<file path="src/rtl/cfi_shadow_stack_backend.sv">
// CFI shadow-stack backend.
//
// Drains the fall-through CFI log FIFO one entry every two cycles. Calls push
// their return address onto a hardware shadow stack, returns are checked
// against and pop the top entry, and branches and jumps are consumed without
// any check. A violation parks the block in a sticky fault state until
// software acknowledges it with fault_clear_i.
//
// Ports:
//   clk_i, rst_i        clock, synchronous active-high reset
//   queue_empty_i       log FIFO empty
//   log_type_i          head entry type: 00 branch, 01 jump, 10 call, 11 return
//   log_pc_i            head entry instruction PC
//   log_target_i        head entry resolved target
//   log_compressed_i    head entry is a 16-bit instruction
//   queue_pop_o         pop the head entry (combinational, IDLE only)
//   fault_valid_o       sticky violation flag
//   fault_cause_o       01 mismatch, 10 underflow, 11 overflow, 00 none
//   fault_tval_o        PC of the offending instruction
//   fault_clear_i       acknowledge fault and resume
//   stack_level_o       number of valid shadow-stack entries
module cfi_shadow_stack_backend #(
  parameter int unsigned XLEN        = 64,
  parameter int unsigned STACK_DEPTH = 16
) (
  input  logic                           clk_i,
  input  logic                           rst_i,
  input  logic                           queue_empty_i,
  input  logic [1:0]                     log_type_i,
  input  logic [XLEN-1:0]                log_pc_i,
  input  logic [XLEN-1:0]                log_target_i,
  input  logic                           log_compressed_i,
  output logic                           queue_pop_o,
  output logic                           fault_valid_o,
  output logic [1:0]                     fault_cause_o,
  output logic [XLEN-1:0]                fault_tval_o,
  input  logic                           fault_clear_i,
  output logic [$clog2(STACK_DEPTH):0]   stack_level_o
);

  localparam int unsigned AW = $clog2(STACK_DEPTH);
  localparam int unsigned SW = AW + 1;

  localparam logic [1:0] TypeCall   = 2'b10;
  localparam logic [1:0] TypeReturn = 2'b11;

  localparam logic [1:0] CauseNone      = 2'b00;
  localparam logic [1:0] CauseMismatch  = 2'b01;
  localparam logic [1:0] CauseUnderflow = 2'b10;
  localparam logic [1:0] CauseOverflow  = 2'b11;

  typedef enum logic [1:0] {StIdle, StExec, StFault} state_e;

  state_e            state_q, state_d;
  logic [SW-1:0]     sp_q, sp_d;
  logic [1:0]        type_q, type_d;
  logic [XLEN-1:0]   pc_q, pc_d;
  logic [XLEN-1:0]   target_q, target_d;
  logic              comp_q, comp_d;
  logic              fault_valid_q, fault_valid_d;
  logic [1:0]        cause_q, cause_d;
  logic [XLEN-1:0]   tval_q, tval_d;

  logic [XLEN-1:0]   stack_q [STACK_DEPTH];
  logic              stack_we;
  logic [AW-1:0]     top_idx;
  logic [XLEN-1:0]   stack_top;
  logic [XLEN-1:0]   ret_addr;
  logic              pop;

  // Reset must never consume an entry, so the pop is gated by rst_i.
  assign pop = (state_q == StIdle) && !queue_empty_i && !rst_i;

  // With sp == STACK_DEPTH the low bits are zero, so the subtraction still
  // lands on the last entry.
  assign top_idx   = sp_q[AW-1:0] - AW'(1);
  assign stack_top = stack_q[top_idx];
  // Wraps modulo 2^XLEN by construction.
  assign ret_addr  = pc_q + (comp_q ? XLEN'(2) : XLEN'(4));

  always_comb begin
    state_d       = state_q;
    sp_d          = sp_q;
    type_d        = type_q;
    pc_d          = pc_q;
    target_d      = target_q;
    comp_d        = comp_q;
    fault_valid_d = fault_valid_q;
    cause_d       = cause_q;
    tval_d        = tval_q;
    stack_we      = 1'b0;

    unique case (state_q)
      StIdle: begin
        if (pop) begin
          type_d   = log_type_i;
          pc_d     = log_pc_i;
          target_d = log_target_i;
          comp_d   = log_compressed_i;
          state_d  = StExec;
        end
      end

      StExec: begin
        state_d = StIdle;
        case (type_q)
          TypeCall: begin
            if (sp_q == SW'(STACK_DEPTH)) begin
              fault_valid_d = 1'b1;
              cause_d       = CauseOverflow;
              tval_d        = pc_q;
              state_d       = StFault;
            end else begin
              stack_we = 1'b1;
              sp_d     = sp_q + SW'(1);
            end
          end
          TypeReturn: begin
            if (sp_q == '0) begin
              fault_valid_d = 1'b1;
              cause_d       = CauseUnderflow;
              tval_d        = pc_q;
              state_d       = StFault;
            end else begin
              // The top entry is consumed whether or not it matches.
              sp_d = sp_q - SW'(1);
              if (stack_top != target_q) begin
                fault_valid_d = 1'b1;
                cause_d       = CauseMismatch;
                tval_d        = pc_q;
                state_d       = StFault;
              end
            end
          end
          default: ;  // branch / jump: consumed without a check
        endcase
      end

      StFault: begin
        if (fault_clear_i) begin
          sp_d          = '0;
          fault_valid_d = 1'b0;
          cause_d       = CauseNone;
          tval_d        = '0;
          state_d       = StIdle;
        end
      end

      default: state_d = StIdle;
    endcase
  end

  always_ff @(posedge clk_i) begin
    if (rst_i) begin
      state_q       <= StIdle;
      sp_q          <= '0;
      type_q        <= '0;
      pc_q          <= '0;
      target_q      <= '0;
      comp_q        <= 1'b0;
      fault_valid_q <= 1'b0;
      cause_q       <= CauseNone;
      tval_q        <= '0;
    end else begin
      state_q       <= state_d;
      sp_q          <= sp_d;
      type_q        <= type_d;
      pc_q          <= pc_d;
      target_q      <= target_d;
      comp_q        <= comp_d;
      fault_valid_q <= fault_valid_d;
      cause_q       <= cause_d;
      tval_q        <= tval_d;
    end
  end

  // Stack contents are don't-care after reset; only sp qualifies them.
  always_ff @(posedge clk_i) begin
    if (stack_we) begin
      stack_q[sp_q[AW-1:0]] <= ret_addr;
    end
  end

  assign queue_pop_o   = pop;
  assign fault_valid_o = fault_valid_q;
  assign fault_cause_o = cause_q;
  assign fault_tval_o  = tval_q;
  assign stack_level_o = sp_q;

endmodule

</file>
<file path="config.mk">
export PLATFORM = sky130hd
export DESIGN_NAME = cfi_shadow_stack_backend
export DESIGN_NICKNAME = d
export VERILOG_FILES = /design/src/rtl/cfi_shadow_stack_backend.sv
export SDC_FILE = /design/constraint.sdc
export NUM_CORES = 1
export LEC_CHECK = 0
export CORE_MARGIN = 4
export CORE_UTILIZATION = 45
export CTS_CLUSTER_DIAMETER = 60
export DETAILED_ROUTE_END_ITERATION = 8
export PLACE_DENSITY_LB_ADDON = 0.2
export SLEW_MARGIN = 20
export SYNTH_ARGS = -nofsm -noshare
export SYNTH_HDL_FRONTEND = slang
export SYNTH_SLANG_ARGS = --single-unit
</file>
<file path="constraint.sdc">
create_clock -name clk_i -period 9.7 [get_ports clk_i]
set_input_delay 2.425 -clock clk_i [delete_from_list [all_inputs] [get_ports clk_i]]
set_output_delay 2.425 -clock clk_i [all_outputs]
set_load 0.05 [all_outputs]
</file>
# Word level (Yosys, flattened, before mapping)
# Memories as Yosys holds them, arrays and structs flattened.
# Cells that the tools add are included.
# totals
reg_bits,205
latch_bits,0
ram_bits,1024
mem_bits_ro,0
out_inout_bits,73
memories,1
# memory_table
name,words,word_bits,read_ports,rd_ports_with_merged_regs,wr,line_no,source
stack_q,16,64,1,0,1,64,logic [XLEN-1:0] stack_q [STACK_DEPTH];
# classes
addsub,4
mul,0
div_mod_pow,0
n_lt_le_gt_ge,0
eq_ne,13
n_shift,0
muxes,35
bitwise_logic,0
reduce_logical,11
# op_table
operator,count
2-to-1 mux 64 bit,4
case mux 64 bit (2 select lines),2
adder 64 x 3 -> 64 bit,1
!= test 64 bit,1
case mux 5 bit (2 select lines),2
2-to-1 mux 2 bit,8
2-to-1 mux 5 bit,3
case mux 2 bit (2 select lines),3
AND reduction 5 bit,2
2-to-1 mux 1 bit,9
!= test 3 bit (second input constant),3
equality test 2 bit (second input constant),3
case mux 2 bit (3 select lines),1
adder 5 x 1 -> 5 bit (second input constant),1
equality test 5 bit (second input constant),1
zero test 5 bit,1
subtractor 5 x 1 -> 5 bit (second input constant),1
!= test 2 bit (second input constant),2
!= test 4 bit (second input constant),1
case mux 1 bit (2 select lines),2
AND reduction 2 bit,2
subtractor 4 x 1 -> 4 bit (second input constant),1
2-to-1 mux 3 bit,1
!= test 3 x 2 -> 1 bit (second input constant),1
other kinds (5),7

# Logic depth before layout (Yosys ltp)
# An unclocked memory read counts as a cell.
# logic_depth
ltp_word,7
mapped_depth,26
ltp_nobuf,12

# Worst setup path after synthesis
# OpenSTA, ideal clock, no wires.
# synth_path
kind,register to register
start,"register sp_q[0], in the netlist stack_level_o[0]"
end,memory stack_q[3][0] (enable)
setup_time_ns,0.565
t_arrival_ns,7.300
slack_ns,1.836
stages_incl_launch_ff,13
n_path_buf,6
synth_period_minus_slack_ns,7.864
cell_sequence,dfxtp_1 > buf_6 > buf_6 > buf_6 > buf_6 > inv_2 > buf_2 > buf_2 > ha_1 > nor3b_1 > a211oi_1 > nand2_1 > nor3_1
# synth_via
elab_chain_cells,6
# synth_rtl
element,line_no,source
"start, declared",55,"logic [SW-1:0] sp_q, sp_d;"
"start signal, assigned",166,sp_q <= sp_d;
equality test 5 bit,108,if (sp_q == SW'(STACK_DEPTH)) begin
2-to-1 mux 1 bit,108,
2-to-1 mux 1 bit,106,case (type_q)
2-to-1 mux 1 bit,93,unique case (state_q)
2-to-1 mux 1 bit,179,if (stack_we) begin
2-to-1 mux 1 bit (not written as such),180,stack_q[sp_q[AW-1:0]] <= ret_addr;
"end, declared",64,
# Several ways; a longest one is shown, not always the timed one.

# Worst setup path in the final report
# layout_path
start,input port queue_empty_i
end,output port queue_pop_o
# layout_via
elab_chain_cells,3
# layout_rtl
element,line_no,source
"start, declared",28,"input logic queue_empty_i,"
zero test 1 bit,72,assign pop = (state_q == StIdle) && !queue_empty_i && !rst_i;
logical AND 1 bit (2 in series),72,
"end, declared",33,"output logic queue_pop_o,"
# No other way between the ends.

==> run summary <==
Longest Clk Path Bufs = 3
number of max-cap violations = 0
Inst Count DP = 4413
TritonRoute pass-1 iters = 6
Syn Area/Cell = 17.1 sq um
Finished Layout Cells = 4655
Crit Path Max Fanout = 2
drt via density = 6.04
setup ws final = 3.25 ns
Chip Height = 340 um
Synth Warn # = 0
gpl congestion = 0.880
port buffer count = 207
clk slew on worst S/H paths = 0.06 ns
vias in the first global route = 28.3k
synthesized instance count = 2900
Hold-fix buffers, CTS = 0
CP Cell Sequence = clkdlybuf4s50_1, nor4_2, clkdlybuf4s50_1
core footprint = 0.109 sq mm
total wire length = 137000 um
sw frac = 0.225
Final Setup Violations = 0
Synth Net Count = 3047
LEAKAGE = 18.8 nW
predominant post-synthesis flop cell = edfxtp_1
HP Class = reg -> reg
Flop pwr share = 0.510
top-area cell type share of the netlist area = 0.622
Post-CTS Setup Inserts = 0
post-synthesis cell type count = 71
Clock Sinks = 1229
Synth area leader = edfxtp_1
total power draw = 11.5 mW
fin crit share = 0.665
skew final = 0.0261 ns
NetSw = 2.59 mW
initial antenna violation count = 5
htree depth = 4
slowest stage delay, CP = 0.87 ns
WP data arrival = 4.03 ns
Wirelength per Cell = 29.4 um
worst vdd ir = 0.117 mV
Num CTS Buffers = 132
initial core utilization = 0.454
Fin Setup TNS = 0 ns
CP endpoint kind = primary output
Comb pwr share = 0.059
outcome = completed
cell internal pwr = 8.94 mW
Ports = 208
Hold Violations, Final = 0
CP required = 7.28 ns
Seq/Total Area, Yosys = 0.704
synth top area cells = edfxtp_1 62%, mux4_2 12%, dfxtp_1 8.3%, o21ai_0 2.0%, mux2i_1 1.8%
Final Slew Violations = 0
Crit Path Category = in -> out
vias = 28.1k
crit-path most repeated cell = clkdlybuf4s50_1
Layout Area Growth over Synthesis = 16.7%
initial drt markers = 3375
first-pass GRT wire length = 198000 um
CP Buf/Inv Count = 2
synthesized area = 0.0495 sq mm
CTS tree = built
Die Wd = 340 um
post-cts resize count = 0
largest net degree at the start of global routing = 128
RSZ-0062 raised after global routing = false
Post-synth EDFFs = 1024
final core utilization = 0.530
net total in the final layout = 3280
die area = 0.115 sq mm
GR Overflow Total = 0
DRC = 0
Worst R2R Setup Slack = 3.33 ns
power share of the clock group = 0.431
Rows = 121
top cell family by delay on the critical path = buffers and inverters
GR Util All Layers = 0.236
fill count = 8698
share of cells above drive strength 1 = 0.191
normalized max-slew margin = 0.197
remaining antenna violation count = 0
Final min period = 6.45 ns
Yosys reg bits = 1229
post-DP HPWL = 81900 um
Highest Clock Rate = 155 MHz
Slew @ Worst Pin = 1.19 ns
critical path launch point type = input pin
post-place setup slack = 3.25 ns
clk root buf = clkbuf_16
CP max stage cell = clkdlybuf4s50_1
Worst-Skew Late Latency = 0.75 ns
FFs w/ async S/R, synth = 0
Power Density = 200 mW/mm^2
tightest hold or removal path, cell delays in order (launching register included):
cell and delay, ns:
dfxtp_1 0.32, nand2b_1 0.06, o21ai_0 0.07
final timing paths:
kind,from,to,depth (start not counted)
setup reg to reg,stack_level_o[0]$_SDFFE_PP0P_,fault_tval_o[0]$_SDFFE_PP0P_,15
hold / removal,target_q[28]$_SDFFE_PP0P_,target_q[28]$_SDFFE_PP0P_,2
hold reg to reg,target_q[28]$_SDFFE_PP0P_,target_q[28]$_SDFFE_PP0P_,2
setup / recovery,queue_empty_i,queue_pop_o,3
cells in the mapped netlist (5+ instances only):
library cell / n
buf_6: 12
buf_2: 50
nor3_1: 15
mux2i_1: 90
nand4_1: 17
ha_1: 10
o21ai_0: 195
buf_4: 23
buf_1: 11
xor2_1: 52
xnor2_1: 49
dfxtp_1: 205
o31ai_1: 7
or2_2: 6
nand2b_1: 134
nand3_1: 49
nor2b_1: 69
edfxtp_1: 1024
o211ai_1: 5
clkbuf_1: 86
nand2_1: 214
a221o_1: 5
a31oi_1: 6
inv_1: 9
nor2_1: 63
nor3b_1: 5
mux4_2: 269
o41ai_1: 64
mux2_2: 6
o2111ai_1: 6
a21oi_1: 27
o21ai_1: 8
a2111oi_0: 7
nor4_1: 10
and3_1: 20
cell usage in the layout (no fill, tap or decap), types with 9 or more instances in the layout:
cell type,count
nor2b_1,68
clkinv_2,25
nand3_1,49
o21ai_0,195
edfxtp_1,1024
clkbuf_16,136
clkdlybuf4s50_1,206
xnor2_2,23
clkinv_1,15
inv_1,9
a21oi_1,27
clkbuf_1,27
nor3_1,11
nand4_1,17
ha_1,9
nand2b_1,134
mux4_2,269
xor2_1,41
nand2_1,213
dfxtp_1,204
mux2i_1,90
nor2_1,51
and3_1,20
nor4_1,9
buf_4,71
nor2_4,12
xnor2_1,26
xor2_2,9
o41ai_1,64
area by class of cell:
cell class | instances | area, sq um | area share
sequential | 1229 | 34900 | 0.604
multi-input combinational | 1479 | 14100 | 0.244
antenna | 2 | 5.00 | 0.0000867
timing repair buffer | 281 | 2670 | 0.0462
tap | 1414 | 1770 | 0.0306
inverter | 10 | 37.5 | 0.000650
clock inverter | 70 | 718 | 0.0124
clock buffer | 170 | 3600 | 0.0624
metrics by stage:
| step | area [sq um] | hold slack (ns) |
|---|---|---|
| final | 57700 | 0.501 |
| after global routing | 57700 | 0.533 |
| after CTS | 57600 | 0.501 |
| after detailed placement | 53300 | 0.485 |
| after global placement | 53300 | 0.487 |
| after floorplan | 49500 | 0.443 |
sequential cells by signal, summed over array words and instances, names as in the netlist:
signal	flops
type_q	2
state_q	2
stack_q	1024
target_q	64
fault_tval_o	64
fault_cause_o	2
fault_valid_o	1
pc_q	64
stack_level_o	5
comp_q	1
power groups by stage:
stage | Combinational [mW] | Clock [mW] | Sequential, mW
after floorplan | 0.394 | 0 | 5.96
after global routing | 0.731 | 5.29 | 5.88
after CTS | 0.681 | 5.05 | 5.88
after detailed placement | 0.678 | 0 | 5.99
final | 0.685 | 4.97 | 5.88
after global placement | 0.665 | 0 | 5.99
logic make-up (layout without fill, tap and decap cells):
family                     count (synthesis)  in the layout  synth area share
AOI/OAI and AO/OA                        382            382            0.0496
xor gates and xnor gates                 101            101            0.0179
adders and majority gates                 12             12           0.00334
buffers and inverters                    192            531            0.0194
DFF                                     1229           1229             0.704
muxes                                    365            365             0.142
other                                      0              2                 0
and+or+nand+nor                          619            619            0.0632
layer usage:
metal | up-vias | routed length, um | GRT usage | part of all wire
met5 | - | 46 | 0 | 0.00034
li1 | 11900 | - | - | -
met3 | 183 | 12800 | 0.0510 | 0.093
met1 | 14600 | 57800 | 0.344 | 0.42
met4 | 6 | 3320 | 0.0657 | 0.024
met2 | 1381 | 63100 | 0.363 | 0.46
Note: power is estimated with default switching activity, not from simulation.
